--- config.mk ---
export PLATFORM = sky130hd
export DESIGN_NAME = rate_encoder
export DESIGN_NICKNAME = d
export VERILOG_FILES = /design/src/rtl/rate_encoder.sv
export SDC_FILE = /design/constraint.sdc
export NUM_CORES = 1
export LEC_CHECK = 0
export ABC_CLOCK_PERIOD_IN_PS = 18300
export BUFFER_PORTS_ARGS = -buffer_cell sky130_fd_sc_hd__buf_4
export CORE_MARGIN = 10
export CORE_UTILIZATION = 42
export CTS_BUF_LIST = sky130_fd_sc_hd__clkbuf_16
export CTS_CLUSTER_DIAMETER = 50
export DETAILED_ROUTE_END_ITERATION = 10
export GPL_TIMING_DRIVEN = 0
export HOLD_SLACK_MARGIN = 0.03
export PLACE_DENSITY = 0.67
export SYNTH_ARGS = -nofsm -noshare
export SYNTH_HDL_FRONTEND = slang
export SYNTH_SLANG_ARGS = --single-unit
export TNS_END_PERCENT = 50
--- constraint.sdc ---
create_clock -name clk -period 18.3 [get_ports clk]
set_clock_uncertainty 0.05 [all_clocks]
set_input_delay 2.745 -clock clk [delete_from_list [all_inputs] [get_ports clk]]
set_output_delay 2.745 -clock clk [all_outputs]
set_load 0.005 [all_outputs]
--- src/rtl/rate_encoder.sv ---
// rate_encoder: buffers one pixel frame, then emits NUM_STEPS rate-coded spike vectors and a gap.
// Latency: step 0 appears one edge after the last pixel is accepted; out_valid then stays high NUM_STEPS cycles.
// Backpressure: pixel_ready only in IDLE/LOAD, no output stall. Optional RATE_ENC_LFSR_EN gives random per-channel phase.
module rate_encoder #(
    parameter int          INPUT_SIZE  = 16,
    parameter int          PIXEL_WIDTH = 8,
    parameter int          NUM_STEPS   = 16,
    parameter int          STEP_WIDTH  = 8,
    parameter int          GAP_CYCLES  = 2,
    parameter logic [15:0] LFSR_SEED   = 16'hACE1
) (
    input  logic                   clk,
    input  logic                   rst,
    input  logic [PIXEL_WIDTH-1:0] pixel_data,
    input  logic                   pixel_valid,
    output logic                   pixel_ready,
    output logic [INPUT_SIZE-1:0]  spike,
    output logic                   out_valid,
    output logic                   busy,
    output logic                   frame_done
);
    localparam int IDX_W = (INPUT_SIZE > 1) ? $clog2(INPUT_SIZE) : 1;
    localparam int GAP_W = $clog2(GAP_CYCLES + 1);

    if (NUM_STEPS < 1 || GAP_CYCLES < 1 || (2 ** STEP_WIDTH) <= NUM_STEPS || LFSR_SEED == 16'h0)
    begin : g_param_err
        $error("rate_encoder: illegal parameter combination");
    end

    typedef enum logic [1:0] {IDLE, LOAD, RUN, GAP} state_t;

    state_t                 state_q, state_d;
    logic [IDX_W-1:0]       load_idx_q, load_idx_d;
    logic [STEP_WIDTH-1:0]  step_q, step_d;
    logic [GAP_W-1:0]       gap_q, gap_d;
    logic [PIXEL_WIDTH-1:0] pix_q [INPUT_SIZE];
    logic [PIXEL_WIDTH-1:0] pix_d [INPUT_SIZE];
    logic [PIXEL_WIDTH-1:0] acc_q [INPUT_SIZE];
    logic [PIXEL_WIDTH-1:0] acc_d [INPUT_SIZE];
    logic [PIXEL_WIDTH:0]   sum   [INPUT_SIZE];
    logic [INPUT_SIZE-1:0]  spike_q, spike_d;
    logic                   out_valid_q, out_valid_d;
    logic                   frame_done_q, frame_done_d;
    logic                   beat;
    logic                   last_pix;
    logic [PIXEL_WIDTH-1:0] init_val;

    assign pixel_ready = !rst && (state_q == IDLE || state_q == LOAD);
    assign beat        = pixel_valid && pixel_ready;
    assign last_pix    = (load_idx_q == IDX_W'(INPUT_SIZE - 1));
    assign busy        = (state_q == RUN || state_q == GAP);
    assign spike       = spike_q;
    assign out_valid   = out_valid_q;
    assign frame_done  = frame_done_q;

`ifdef RATE_ENC_LFSR_EN
    // Free-running across frames: only reset reseeds it, so phases differ frame to frame.
    logic [15:0] lfsr_q, lfsr_d;

    always_comb begin
        lfsr_d = lfsr_q;
        if (beat) begin
            lfsr_d = {1'b0, lfsr_q[15:1]} ^ (lfsr_q[0] ? 16'hB400 : 16'h0000);
        end
    end

    assign init_val = lfsr_q[PIXEL_WIDTH-1:0];

    always_ff @(posedge clk or posedge rst) begin
        if (rst) begin
            lfsr_q <= LFSR_SEED;
        end else begin
            lfsr_q <= lfsr_d;
        end
    end
`else
    assign init_val = {1'b1, {(PIXEL_WIDTH-1){1'b0}}};
`endif

    always_comb begin
        state_d      = state_q;
        load_idx_d   = load_idx_q;
        step_d       = step_q;
        gap_d        = gap_q;
        pix_d        = pix_q;
        acc_d        = acc_q;
        spike_d      = spike_q;
        out_valid_d  = out_valid_q;
        frame_done_d = 1'b0;
        for (int i = 0; i < INPUT_SIZE; i++) begin
            sum[i] = {1'b0, acc_q[i]} + {1'b0, pix_q[i]};
        end

        case (state_q)
            IDLE, LOAD: begin
                // Accumulator phase is written alongside its pixel, so RUN starts with every channel primed.
                if (beat) begin
                    pix_d[load_idx_q] = pixel_data;
                    acc_d[load_idx_q] = init_val;
                    if (last_pix) begin
                        state_d    = RUN;
                        load_idx_d = '0;
                        step_d     = '0;
                    end else begin
                        state_d    = LOAD;
                        load_idx_d = load_idx_q + IDX_W'(1);
                    end
                end
            end
            RUN: begin
                for (int i = 0; i < INPUT_SIZE; i++) begin
                    spike_d[i] = sum[i][PIXEL_WIDTH];
                    acc_d[i]   = sum[i][PIXEL_WIDTH-1:0];
                end
                out_valid_d = 1'b1;
                step_d      = step_q + STEP_WIDTH'(1);
                if (step_q == STEP_WIDTH'(NUM_STEPS - 1)) begin
                    state_d = GAP;
                    gap_d   = '0;
                end
            end
            GAP: begin
                // First GAP cycle still shows the last step; the low-valid window follows it.
                spike_d     = '0;
                out_valid_d = 1'b0;
                if (gap_q == GAP_W'(GAP_CYCLES)) begin
                    state_d = IDLE;
                end else begin
                    gap_d        = gap_q + GAP_W'(1);
                    frame_done_d = (gap_q == GAP_W'(GAP_CYCLES - 1));
                end
            end
            default: state_d = IDLE;
        endcase
    end

    always_ff @(posedge clk or posedge rst) begin
        if (rst) begin
            state_q      <= IDLE;
            load_idx_q   <= '0;
            step_q       <= '0;
            gap_q        <= '0;
            spike_q      <= '0;
            out_valid_q  <= 1'b0;
            frame_done_q <= 1'b0;
            for (int i = 0; i < INPUT_SIZE; i++) begin
                pix_q[i] <= '0;
                acc_q[i] <= '0;
            end
        end else begin
            state_q      <= state_d;
            load_idx_q   <= load_idx_d;
            step_q       <= step_d;
            gap_q        <= gap_d;
            spike_q      <= spike_d;
            out_valid_q  <= out_valid_d;
            frame_done_q <= frame_done_d;
            pix_q        <= pix_d;
            acc_q        <= acc_d;
        end
    end

endmodule

; ---- Yosys cells after proc, flatten, opt, wreduce, memory -nomap -nowiden
; Index checks and enable logic that the tools add are counted.
[totals]
mem_count = 0
latch_bits = 0
word_cells = 112
input_bits = 11
mem_bits_rw = 0
ff_bits = 290
output_inout_bits = 20
romBits = 0
[op_classes]
div_mod_pow = 0
n_mul = 0
addsub = 19
n_reduce_logical = 15
eq_ne = 12
shifts = 0
muxes = 21
magnitude_cmp = 2
bitwise = 4
[op_table]
columns = cell, count
row1 = case mux 128 bit (2 select lines), 1
row2 = adder 8 x 8 -> 9 bit, 16
row3 = bitwise mux 128 bit, 1
row4 = two-way mux 128 bit, 1
row5 = bitwise AND 112 bit, 1
row6 = NOT 112 bit, 1
row7 = demux 8 bit (select 4 bit), 1
row8 = case mux 16 bit (2 select lines), 1
row9 = two-way mux 8 bit, 3
row10 = bitwise OR 16 bit, 1
row11 = case mux 8 bit (2 select lines), 1
row12 = two-way mux 2 bit, 6
row13 = AND reduction 3 bit, 3
row14 = adder 8 x 1 -> 8 bit (second input constant), 1
row15 = equality test 8 x 4 -> 1 bit (second input constant), 1
row16 = equality test 2 bit (second input constant), 3
row17 = != test 2 bit (second input constant), 3
row18 = case mux 2 bit (3 select lines), 1
row19 = greater-or-equal comparator 5 bit (second input constant), 1
row20 = less-than comparator 5 x 1 -> 1 bit (second input constant), 1
row21 = NOT 4 -> 5 bit, 1
row22 = adder 4 x 1 -> 4 bit (second input constant), 1
row23 = equality test 2 x 1 -> 1 bit (second input constant), 2
row24 = equality test 4 bit (second input constant), 1
row25 = 13 further kinds, 20

; ---- Logic depth before layout (Yosys ltp)
; Gate-level depths: netlist of run 1.
[depth]
depth_word = 9
ltp_mapped = 8
mapped_depth_nobuf = 8

; ---- Worst setup path after synthesis of run 1
; OpenSTA, ideal clock, no wires.
[synth_path]
path_kind = input port to output port
startpoint = input rst
endpoint = output pixel_ready
path_slack_ns = 12.665
n_path_buf = 0
cell_stages = 1
required_ns = 15.505
t_arrival_ns = 2.840
path_cell_list = nor2_1
[synth_via]
elab_chain_cells = 2
[synth_rtl]
columns = element, line
row1 = from (decl), 13  ; input logic rst,
row2 = logical NOT 1 bit (no line), --
row3 = logical AND 1 bit, 48  ; assign pixel_ready = !rst && (state_q == IDLE || state_q == LOAD);
row4 = to (decl), 16  ; output logic pixel_ready,
; No other way between the ends.

; ---- Worst setup path in the final report of run 1
; Same ends and word-level chain as after synthesis.

==> impl_metrics.py, run 1 <==
metrics = {
    "clocking": {
        "clk_pin_slew_ps": 50,
        "cts_root_buf": "clkbuf_16",
        "htree_num_levels": 2,
        "cts_hold_buf": 0,
        "clock_sinks": 290,
        "cts_buffer_depth": 3,
        "cts_buffers": 36,
        "postCtsSetupBuffers": 0,
        "cts_tree": "built",
        "insertion_delay_ps": 540,
        "cts_resized": 0,
    },
    "setup_path": {
        "required_ps": 15510,
        "crit-reg2reg-launch": "state_q[0]$_DFFE_PP0P_",
        "crit_fanout": 3,
        "arrival_ps": 3100,
        "ff2ff_setup_slack_ps": 15700,
        "critPathKind": "in -> out",
        "end_kind": "output pin",
        "r2r_cells": 7,
        "startpoint_type": "primary input",
        "endpoint": "pixel_ready",
        "cp-startpoint": "rst",
        "r2r-end": "acc_q[56]$_DFFE_PP0P_",
    },
    "finish": {
        "ff_latch_area_um2": 7260,
        "areaGrowthSynthToFinish_pct": 12.8,
        "drive_above_1_share_pct": 17.0,
        "multi_input_area_um2": 8600,
        "fin_area_um2": 18600,
        "final_net_count": 1786,
        "num_antenna_cells": 0,
        "fill_cells": 3516,
    },
    "timing": {
        "min_period_ps": 5890,
        "worstMarginPinSlew_ps": 1220,
        "finalSetupViolations": 0,
        "rsz0062_at_grt": "no",
        "slew_viol_final": 0,
        "maxSlewHeadroom_pct": 18.8,
        "hold_violations": 0,
        "max_freq_mhz": 170,
        "finalSetupTns_ps": 0,
        "period_share_pct": 32.2,
        "whs_ps": 437,
    },
    "synth": {
        "yosysWarnings": 0,
        "synthDominantCellAreaShare_pct": 44.0,
        "synthMostInstantiatedCell": "dfrtp_1",
        "yosysSeqAreaShare_pct": 44.0,
        "yosysUniqueCellTypes": 46,
        "syn_area_um2": 16500,
        "ys_top_cells_by_count": "dfrtp_1 (290), o21ai_0 (156), nand2_1 (146)",
        "syn_nets": 1716,
        "avgSynthCellArea_um2": 10.6,
        "dominantRegCellSynth": "dfrtp_1",
        "synthCells": 1554,
        "yosys.area.top_type": "dfrtp_1",
        "synthTopCellsByArea": "dfrtp_1 (44%), ha_1 (10%), mux2_2 (6.4%)",
        "synth_edf_count": 0,
        "synth_seq_cells": 290,
        "async_flop_share_pct": 100,
    },
    "die": {
        "fp.dieW_um": 218,
        "die_h_um": 218,
        "coreArea_um2": 38700,
        "start_util_pct": 42.6,
        "num_rows": 72,
        "die_area_um2": 47600,
        "ioPinCount": 31,
    },
    "routing": {
        "drcViolationCount": 0,
        "vias": 12100,
        "drt-initial-drc-count": 769,
        "wl_um": 41700,
        "ant_nets": 0,
        "vias_per_cell": 5.60,
        "firstDrtPassIters": 5,
        "wire_per_inst_um": 19.3,
    },
    "global_routing": {
        "grt_start_max_net_pins": 102,
        "grt_pass1_wl_um": 67100,
        "grt_pass1_vias": 12200,
        "grt.total_usage_pct": 17.7,
        "grt_antenna_before_repair": 1,
        "grt_overflow": 0,
    },
    "power_and_ir_drop": {
        "p_seq_share_pct": 36.9,
        "p_per_area_nw_per_um2": 151,
        "p_switching_uw": 995,
        "swShare_pct": 35.4,
        "pwr-share-clk_pct": 25.4,
        "comb_power_share_pct": 37.7,
        "ir_drop_uv": 57.3,
        "leakage_uw": 0.00865,
        "p_int_uw": 1810,
    },
    "status": {
        "status": "finished clean",
    },
    "place": {
        "port_buffers": 30,
        "gp_congestion": 0.880,
        "place_area_um2": 17400,
        "hpwl_um": 27400,
    },
    "worst_hold_path": {
        "hold_start": "pix_q[7]$_DFFE_PP0P_",
        "hold_class": "reg -> reg",
    },
    "run": {
        "drv_cap": 0,
    },
}
[worst min-delay path by stage]
stage               cells past startpoint                   end  slack, ps
finish                                  2  pix_q[7]$_DFFE_PP0P_        440
global route                            2  pix_q[4]$_DFFE_PP0P_        470
CTS                                     2  pix_q[6]$_DFFE_PP0P_        440
detailed placement                      2  pix_q[3]$_DFFE_PP0P_        430
global placement                        2  pix_q[0]$_DFFE_PP0P_        420
floorplan                               2  pix_q[0]$_DFFE_PP0P_        400
[area by class of cell]
type | instances | area share, %
clock inverters | 25 | 1.31
clock buffers | 37 | 4.98
plain buffers | 70 | 2.27
well taps | 518 | 3.49
flip-flops and latches | 290 | 39.0
multi-input cells | 1140 | 46.3
inverters | 54 | 1.13
repair buffers | 32 | 1.51
[stage by stage]
stage	util, %	setup slack (ps)	total power (uW)	cells
global route	48.0	12370	3030	2166
finish	48.0	12410	2810	2166
global placement	44.8	4140	2040	2102
detailed placement	45.0	12410	2090	2104
CTS	48.0	12410	2820	2166
floorplan	-	7500	1860	1554
[metal layers]
layer	GRT usage, %	wire length (um)
met5	0	0
met4	5.97	1190
met3	2.21	1680
met2	29.8	20100
met1	23.0	18800
[power groups by stage]
stage / sequential [uW] / combinational, uW / clock (uW)
floorplan: 999 / 864 / 0
CTS: 1030 / 1060 / 726
global placement: 1030 / 1010 / 0
finish: 1040 / 1060 / 713
global route: 1070 / 1210 / 751
detailed placement: 1040 / 1050 / 0
[cells by family (layout without fill, tap and decap cells)]
kind of cell / after synthesis / count (layout) / share of synthesized area [%]
AND/OR/NAND/NOR: 365 / 365 / 10.8
buffers and inverters: 124 / 218 / 3.79
flip-flops: 290 / 290 / 44.0
XOR/XNOR: 54 / 54 / 2.87
adder cells (fa/ha/maj): 151 / 151 / 12.2
multiplexers: 117 / 117 / 8.51
AO/OA/AOI/OAI: 453 / 453 / 17.8
[state kept, by name, indices dropped and copies added, names as in the netlist]
register	count
out_valid	1
load_idx_q	4
pix_q	128
frame_done	1
spike	16
acc_q	128
gap_q	2
state_q	2
step_q	8
[critical path, stage by stage]
cell	delay (ps)
buf_4	150
nor2_1	90
buf_4	120
[placed cells by master, fill, tap and decap left out, types with 32 or more instances in the layout]
cell       instances
a211oi_1          62
a21oi_1           53
buf_4             34
clkbuf_16         37
dfrtp_1          290
ha_1             135
inv_1             58
mux2_2            94
nand2_1          146
nand3_1           71
nor2_1            84
nor2b_1           32
o211ai_1          32
o21ai_0          156
xor2_1            52
No activity file was read; power rests on OpenSTA's default activity.
==> inputs of run 2 (changes only) <==
--- a/config.mk
+++ b/config.mk
@@ -5,7 +5,7 @@
 export SDC_FILE = /design/constraint.sdc
 export NUM_CORES = 1
 export LEC_CHECK = 0
-export ABC_CLOCK_PERIOD_IN_PS = 18300
+export ABC_CLOCK_PERIOD_IN_PS = 6000
 export BUFFER_PORTS_ARGS = -buffer_cell sky130_fd_sc_hd__buf_4
 export CORE_MARGIN = 10
 export CORE_UTILIZATION = 42
==> constraint.sdc (replaced) <==
create_clock -name clk -period 6 [get_ports clk]
set_clock_uncertainty 0.05 [all_clocks]
set_input_delay 0.9 -clock clk [delete_from_list [all_inputs] [get_ports clk]]
set_output_delay 0.9 -clock clk [all_outputs]
set_load 0.005 [all_outputs]
==> impl_metrics.py, run 2 (synthesized netlist as in run 1, its figures left out) <==
metrics = {
    "timing": {
        "finalSetupTns_ps": 0,
        "min_period_ps": 2520,
        "finalSetupViolations": 0,
        "hold_violations": 0,
        "period_share_pct": 42.0,
        "maxSlewHeadroom_pct": 20.1,
        "worstMarginPinSlew_ps": 1200,
        "whs_ps": 436,
        "rsz0062_at_grt": "no",
        "slew_viol_final": 0,
        "max_freq_mhz": 396,
    },
    "power_and_ir_drop": {
        "leakage_uw": 0.00869,
        "p_switching_uw": 3030,
        "p_seq_share_pct": 37.0,
        "swShare_pct": 35.5,
        "comb_power_share_pct": 37.8,
        "p_per_area_nw_per_um2": 457,
        "pwr-share-clk_pct": 25.1,
        "ir_drop_uv": 192,
        "p_int_uw": 5500,
    },
    "finish": {
        "final_common_cell": "dfrtp_1",
        "final_cell_mix": "dfrtp_1 (290), o21ai_0 (156), nand2_1 (146), ha_1 (135), mux2_2 (94)",
        "num_antenna_cells": 0,
        "multi_input_area_um2": 8600,
        "areaGrowthSynthToFinish_pct": 13.3,
        "ff_latch_area_um2": 7260,
        "final_net_count": 1792,
        "final_util_pct": 48.2,
        "drive_above_1_share_pct": 17.4,
        "fill_cells": 3551,
    },
    "die": {
        "die_area_um2": 47600,
        "die_h_um": 218,
        "ioPinCount": 31,
        "num_rows": 72,
        "coreArea_um2": 38700,
        "start_util_pct": 42.6,
        "fp.dieW_um": 218,
    },
    "place": {
        "gp_congestion": 0.881,
        "port_buffers": 30,
        "hpwl_um": 27800,
    },
    "setup_path": {
        "cp.buffers_inverters": 4,
        "arrival_ps": 2930,
        "crit_chain": "buf_2 -> nor2b_1 -> clkbuf_1 -> clkbuf_1 -> buf_2 -> nand2_1 -> nand2_1",
        "required_ps": 6410,
        "slowest_stage": "clkbuf_1",
        "crit_path_max_incr_delay_ps": 750,
        "cpLargestDelayFamily": "buffers and inverters",
        "startpoint_type": "flop",
        "critPathKind": "reg -> reg",
        "crit_fanout": 10,
        "end_kind": "flop",
    },
    "clocking": {
        "htree_num_levels": 2,
        "cts_resized": 0,
        "cts_buffers": 37,
        "clk_pin_slew_ps": 60,
        "cts_tree": "built",
        "cts_buffer_depth": 3,
        "clock_sinks": 290,
        "cts_hold_buf": 0,
        "insertion_delay_ps": 530,
        "postCtsSetupBuffers": 0,
        "cts_root_buf": "clkbuf_16",
    },
    "global_routing": {
        "grt_start_max_net_pins": 44,
        "grt_antenna_before_repair": 1,
        "grt_pass1_vias": 12500,
        "grt_pass1_wl_um": 67800,
        "grt_overflow": 0,
        "grt.total_usage_pct": 17.7,
    },
    "routing": {
        "drcViolationCount": 0,
        "wl_um": 41800,
        "firstDrtPassIters": 4,
        "wire_per_inst_um": 19.2,
        "ant_nets": 0,
        "drt-initial-drc-count": 719,
        "vias": 12200,
        "vias_per_cell": 5.59,
    },
    "run": {
        "drv_cap": 0,
    },
    "status": {
        "status": "finished clean",
    },
    "worst_hold_path": {
        "hold_class": "reg -> reg",
    },
}
==> run 2: layer usage <==
layer | GRT usage [%] | up-vias | part of all wire [%]
li1 | - | 5785 | -
met1 | 23.0 | 6056 | 45
met2 | 29.2 | 234 | 48
met3 | 2.89 | 82 | 4.4
met4 | 6.64 | 0 | 3.1
met5 | 0 | - | 0
==> run 2: final timing paths <==
path,startpoint,end,slack (ps),depth (start not counted)
hold reg to reg,pix_q[2]$_DFFE_PP0P_,pix_q[2]$_DFFE_PP0P_,440,2
setup / recovery,state_q[0]$_DFFE_PP0P_,step_q[1]$_DFFE_PP0P_,3480,7
setup reg to reg,state_q[0]$_DFFE_PP0P_,step_q[1]$_DFFE_PP0P_,3480,7
min in group asynchronous,rst,acc_q[39]$_DFFE_PP0P_,490,2
max in group asynchronous,rst,pix_q[55]$_DFFE_PP0P_,4470,4
hold / removal,pix_q[2]$_DFFE_PP0P_,pix_q[2]$_DFFE_PP0P_,440,2
==> run 2: through the flow <==
step	total power, uW	instances	area [um^2]	setup slack [ps]
after floorplan	5680	1554	16500	1200
after global placement	6220	2102	17400	-643
after detailed placement	6370	2109	17500	3340
after CTS	8560	2176	18700	3500
after global routing	9220	2176	18700	3370
final	8530	2176	18700	3480
==> run 2: power groups by stage <==
| stage | combinational [uW] | sequential (uW) | clock, uW |
|---|---|---|---|
| after floorplan | 2630 | 3050 | 0 |
| after global placement | 3070 | 3150 | 0 |
| after detailed placement | 3200 | 3170 | 0 |
| after CTS | 3220 | 3150 | 2190 |
| after global routing | 3700 | 3250 | 2270 |
| final | 3230 | 3160 | 2140 |
==> run 2: final cells by class <==
class,instances,share of cell area [%]
flip-flops and latches,290,38.8
clock inverters,28,1.09
inverters,54,1.10
repair buffers,37,1.96
multi-input cells,1140,46.1
clock buffers,39,5.22
plain buffers,70,2.26
well taps,518,3.47
==> run 2: worst min-delay path, cell delays in order, from the launching register on <==
cell     delay [ps]
dfrtp_1         350
nand2_1          50
nand2_1          50
